### src/rtl/alu_pkg.sv
// Shared types and constants for the ALU command-issue stage.
// Holds opcodes, FSM states, the result flag bundle and datapath widths.
package alu_pkg;

    localparam int ALU_W   = 8;
    localparam int SHIFT_W = 4;
    localparam int OP_W    = 3;

    typedef enum logic [OP_W-1:0] {
        OP_ADD = 3'b000,
        OP_SUB = 3'b001,
        OP_AND = 3'b010,
        OP_OR  = 3'b011,
        OP_ASL = 3'b100,
        OP_ASR = 3'b101
    } alu_op_e;

    typedef enum logic [1:0] {
        IDLE = 2'd0,
        EXEC = 2'd1,
        HOLD = 2'd2
    } cmd_state_e;

    typedef struct packed {
        logic zero;
        logic carry;
        logic ovf;
    } alu_flags_t;

endpackage

### src/rtl/alu_flag_reg.sv
// Accumulator and sticky carry/overflow register for the ALU command stage.
// Ports: clk, rst_n, clr (sync clear), cap (capture strobe), cap_y/cap_c/cap_v
// (captured ALU result and flags), acc, sticky_c, sticky_v (state outputs).
module alu_flag_reg
    import alu_pkg::*;
(
    input  logic             clk,
    input  logic             rst_n,
    input  logic             clr,
    input  logic             cap,
    input  logic [ALU_W-1:0] cap_y,
    input  logic             cap_c,
    input  logic             cap_v,
    output logic [ALU_W-1:0] acc,
    output logic             sticky_c,
    output logic             sticky_v
);

    // A clear coincident with a capture wipes the history first, so the
    // sticky bits end up holding just the flags of the captured op.
    logic base_c;
    logic base_v;

    assign base_c = clr ? 1'b0 : sticky_c;
    assign base_v = clr ? 1'b0 : sticky_v;

    always_ff @(posedge clk or negedge rst_n) begin
        if (!rst_n) begin
            acc      <= '0;
            sticky_c <= 1'b0;
            sticky_v <= 1'b0;
        end else if (cap) begin
            acc      <= cap_y;
            sticky_c <= base_c | cap_c;
            sticky_v <= base_v | cap_v;
        end else if (clr) begin
            acc      <= '0;
            sticky_c <= 1'b0;
            sticky_v <= 1'b0;
        end
    end

endmodule

### src/rtl/alu_cmd_stage.sv
// Command-issue and result-capture stage in front of an 8-bit ALU.
// Ports: clk/rst_n; in_* command handshake and operands; acc_clr;
// alu_* operand bus out and result/flags in; out_* result handshake;
// acc, sticky_c, sticky_v accumulator state.
module alu_cmd_stage
    import alu_pkg::*;
(
    input  logic               clk,
    input  logic               rst_n,
    input  logic               in_valid,
    output logic               in_ready,
    input  logic [OP_W-1:0]    in_op,
    input  logic [ALU_W-1:0]   in_a,
    input  logic [ALU_W-1:0]   in_b,
    input  logic [SHIFT_W-1:0] in_shift,
    input  logic               in_use_acc,
    input  logic               acc_clr,
    output logic [ALU_W-1:0]   alu_a,
    output logic [ALU_W-1:0]   alu_b,
    output logic [SHIFT_W-1:0] alu_shift,
    output logic [OP_W-1:0]    alu_s,
    input  logic [ALU_W-1:0]   alu_y,
    input  logic               alu_zero,
    input  logic               alu_carry,
    input  logic               alu_ovf,
    output logic               out_valid,
    input  logic               out_ready,
    output logic [ALU_W-1:0]   out_y,
    output logic [2:0]         out_flags,
    output logic [ALU_W-1:0]   acc,
    output logic               sticky_c,
    output logic               sticky_v
);

    cmd_state_e state;
    alu_flags_t flags_q;
    logic       cap;

    assign in_ready  = (state == IDLE);
    assign out_valid = (state == HOLD);
    assign out_flags = flags_q;
    assign cap       = (state == EXEC);

    // Illegal opcodes are latched as-is; the ALU decides what they mean.
    always_ff @(posedge clk or negedge rst_n) begin
        if (!rst_n) begin
            state     <= IDLE;
            alu_a     <= '0;
            alu_b     <= '0;
            alu_shift <= '0;
            alu_s     <= '0;
            out_y     <= '0;
            flags_q   <= '0;
        end else begin
            unique case (state)
                IDLE: begin
                    if (in_valid) begin
                        alu_a     <= in_use_acc ? acc : in_a;
                        alu_b     <= in_b;
                        alu_shift <= in_shift;
                        alu_s     <= in_op;
                        state     <= EXEC;
                    end
                end
                EXEC: begin
                    out_y   <= alu_y;
                    flags_q <= '{zero:  alu_zero,
                                 carry: alu_carry,
                                 ovf:   alu_ovf};
                    state   <= HOLD;
                end
                HOLD: begin
                    if (out_ready) begin
                        state <= IDLE;
                    end
                end
                default: begin
                    state <= IDLE;
                end
            endcase
        end
    end

    alu_flag_reg u_flag_reg (
        .clk      (clk),
        .rst_n    (rst_n),
        .clr      (acc_clr),
        .cap      (cap),
        .cap_y    (alu_y),
        .cap_c    (alu_carry),
        .cap_v    (alu_ovf),
        .acc      (acc),
        .sticky_c (sticky_c),
        .sticky_v (sticky_v)
    );

endmodule

### config.mk
export PLATFORM = sky130hd
export DESIGN_NAME = alu_cmd_stage
export DESIGN_NICKNAME = d
export VERILOG_FILES = /design/src/rtl/alu_pkg.sv /design/src/rtl/alu_flag_reg.sv /design/src/rtl/alu_cmd_stage.sv
export SDC_FILE = /design/constraint.sdc
export NUM_CORES = 1
export LEC_CHECK = 0
export BUFFER_PORTS_ARGS = -buffer_cell sky130_fd_sc_hd__buf_2
export CAP_MARGIN = 20
export CORE_ASPECT_RATIO = 1.25
export CORE_MARGIN = 2
export CORE_UTILIZATION = 37
export CTS_CLUSTER_DIAMETER = 40
export DETAILED_ROUTE_END_ITERATION = 6
export PLACE_DENSITY = 0.72
export SYNTH_ARGS = -nofsm -noshare
export SYNTH_HDL_FRONTEND = slang
export SYNTH_SLANG_ARGS = --single-unit
### constraint.sdc
create_clock -name clk -period 1.64 [get_ports clk]
set_input_delay 0.164 -clock clk [delete_from_list [all_inputs] [get_ports clk]]
set_output_delay 0.164 -clock clk [all_outputs]
set_load 0.02 [all_outputs]
==> reports/metrics.cfg <==
[setup_path]
critical_path_depth=4
path_max_fanout=12
slowest_delay_ps=410
endpoint=out_valid
cp-startpoint=state[0]
rr_startpoint=state[1]
rrSetupSlack_ps=260
slowest_stage=dfrtp_1
worst-path-buf-inv=3
critPathArrivalTime_ps=1250
worstSetupStartpointType=flop
endpoint_kind=primary output
reg2reg_depth=3
crit_type=flop to primary output
reg2reg_to=alu_a[2]
critical-path-top-delay-family=buffers and inverters
path_cells=buf_4 -> nand2b_1 -> inv_1 -> buf_2
crit_required_ps=1480

[yosys]
synth_top_area_frac=0.6199
synth_cells=125
yosysTopAreaCell=dfrtp_1
synth_area_leaders=dfrtp_1 62%, mux2_2 20%, a31o_2 2.8%
netlist_area_mm2=0.001857
synth_ff_type=dfrtp_1
postSynthNetCount=165
ys_seq_elements=46
avgSynthCellArea_um2=14.85
synth_seq_area_share=0.6199
synth.distinct_cells=18
async_reset_ff_frac=1.000
synth_edf_count=0
yosys_warnings=0

[detailed_routing]
wirelength_mm=3.802
dr.pass1.iters=4
drt_iter0_drc=36
wl_per_cell_um=13.78
viasPerCell=4.841
vias=1336
drc=0
ant_nets=0

[global_routing]
grt_pass1_vias=1329
grt_pass1_wl_mm=6.210
grt_start_max_net_pins=30
overflow=0
antenna_found_initial=0
grt_use_total=0.1446

[cts]
cts.reportedPaths.clkPinSlew_ps=70
clk_latency_ps=290
h-tree-depth=2
cts_root_buf=clkbuf_8
clock-sinks=46
numCtsBuffers=5
cts-resized-gates=0
cts_tree=yes
clk_path_buf_depth=2

[sta]
skew_ps=4.258
setup_tns_ps=0
tightestPinTransition_ps=413.3
hold_viol_final=0
fmaxAchievable_mhz=705.1
drv_slew=0
max_slew_margin=0.7245
period_share=0.8648
setup_viol=0
finalCriticalPeriod_ps=1418
rsz0062_at_grt=no

[floorplan]
pin_count=86
start_util=0.3869
core_mm2=0.004800
dieHeight_um=83.20
dieArea_mm2=0.005604
fp.dieW_um=67.36
rows=28

[placed_design]
place_area_mm2=0.002375
io_buffers=85
place_congestion=0.6735
hpwl_mm=2.898

[pwr]
total_power_mw=4.800
total_leakage_power_nw=1.310
worst_ir_drop_vdd_mv=0.8101
powerDensity_mw_per_mm2=1950

[layout]
area_delta_synth_final_pct=32.55
drive_gt1_frac=0.6250
num-fill-cells=441
multi_input_area_um2=638.1
post-route-util=0.5128
diodes=0
final_area_mm2=0.002461
regArea_mm2=0.001151
final_nets=256

[hold_path]
hold_depth=2
hold_class=primary input to flop

[flow_run]
cap_violations=0

[status]
status=finished clean

-- worst min path at each step --
stage,startpoint,end,slack (ps)
finish,out_ready,state[1],60
global route,acc_clr,u_flag_reg.acc[6],70
CTS,out_ready,state[1],50
detailed placement,rst_n,alu_s[1],120
global placement,rst_n,alu_s[1],120
floorplan,rst_n,alu_a[0],-130
-- timing repair --
item / in CTS / in global routing
setup endpoints to repair: 0 / 0
setup buffers: 0 / 0
hold buffers: 1 / 0
hold endpoints to repair: 17 / 0
-- state kept, by name, indices dropped and copies added (netlist names) --
name and cells:
alu_a 8, alu_b 8, alu_s 3, alu_shift 4, out_flags 3, out_y 8
state 2, u_flag_reg.acc 8, u_flag_reg.sticky_c 1, u_flag_reg.sticky_v 1
-- final cells by class --
cell class | instances | area share
flip-flops and latches | 46 | 0.4677
repair buffers | 91 | 0.2023
well taps | 60 | 0.03050
multi-input cells | 66 | 0.2593
inverters | 6 | 0.009151
clock buffers | 7 | 0.03101
-- power by group --
group	internal (mW)	switching, mW	total [mW]
sequential	1.65	0.283	1.93
combinational	0.989	1.25	2.24
clock	0.294	0.338	0.631
total	2.93	1.87	4.80
-- Yosys cell counts (all sizes together), types with 2 or more instances --
master   n
a21o     6
a22o     2
a31o     6
and3b    6
buf      5
clkbuf   2
dfrtp   46
inv      6
mux2    34
nand2b   2
nand3b   2
o21ai    3
o31ai    2
-- stage by stage --
stage                     std cells  hold slack, ps  setup WS, ps
after global routing            276           68.05         129.9
after detailed placement        268           123.5         256.7
after floorplan                 125          -131.6         285.7
after CTS                       276           51.60         213.9
final                           276           60.42         221.7
after global placement          268           123.2         308.2
-- cells by family (layout without fill, tap and decap cells) --
kind of cell | count (synthesis) | in the layout | synth area share
flops | 46 | 46 | 0.6199
mux | 34 | 34 | 0.2062
compound gates | 19 | 19 | 0.07816
simple gates | 13 | 13 | 0.05930
buf+inv | 13 | 104 | 0.03639
-- layout by cell type, fill, tap and decap left out, drive strengths merged --
cell / n
dfrtp: 46
and3b: 6
nand2b: 2
clkbuf: 7
mux2: 34
buf: 90
a22o: 2
a21o: 6
and2b: 1
inv: 6
nor3b: 1
a31o: 6
o31ai: 2
o21ai: 3
nand3b: 2
nor2: 1
dlygate4sd3: 1
-- layer usage --
layer | vias up | wire length [um] | track usage
met5 | - | 0 | 0
met2 | 58 | 1778 | 0.2196
met4 | 0 | 40 | 0.03896
li1 | 620 | - | -
met1 | 653 | 1651 | 0.1898
met3 | 5 | 333 | 0.05827
Note: power is estimated with default switching activity, not from simulation.
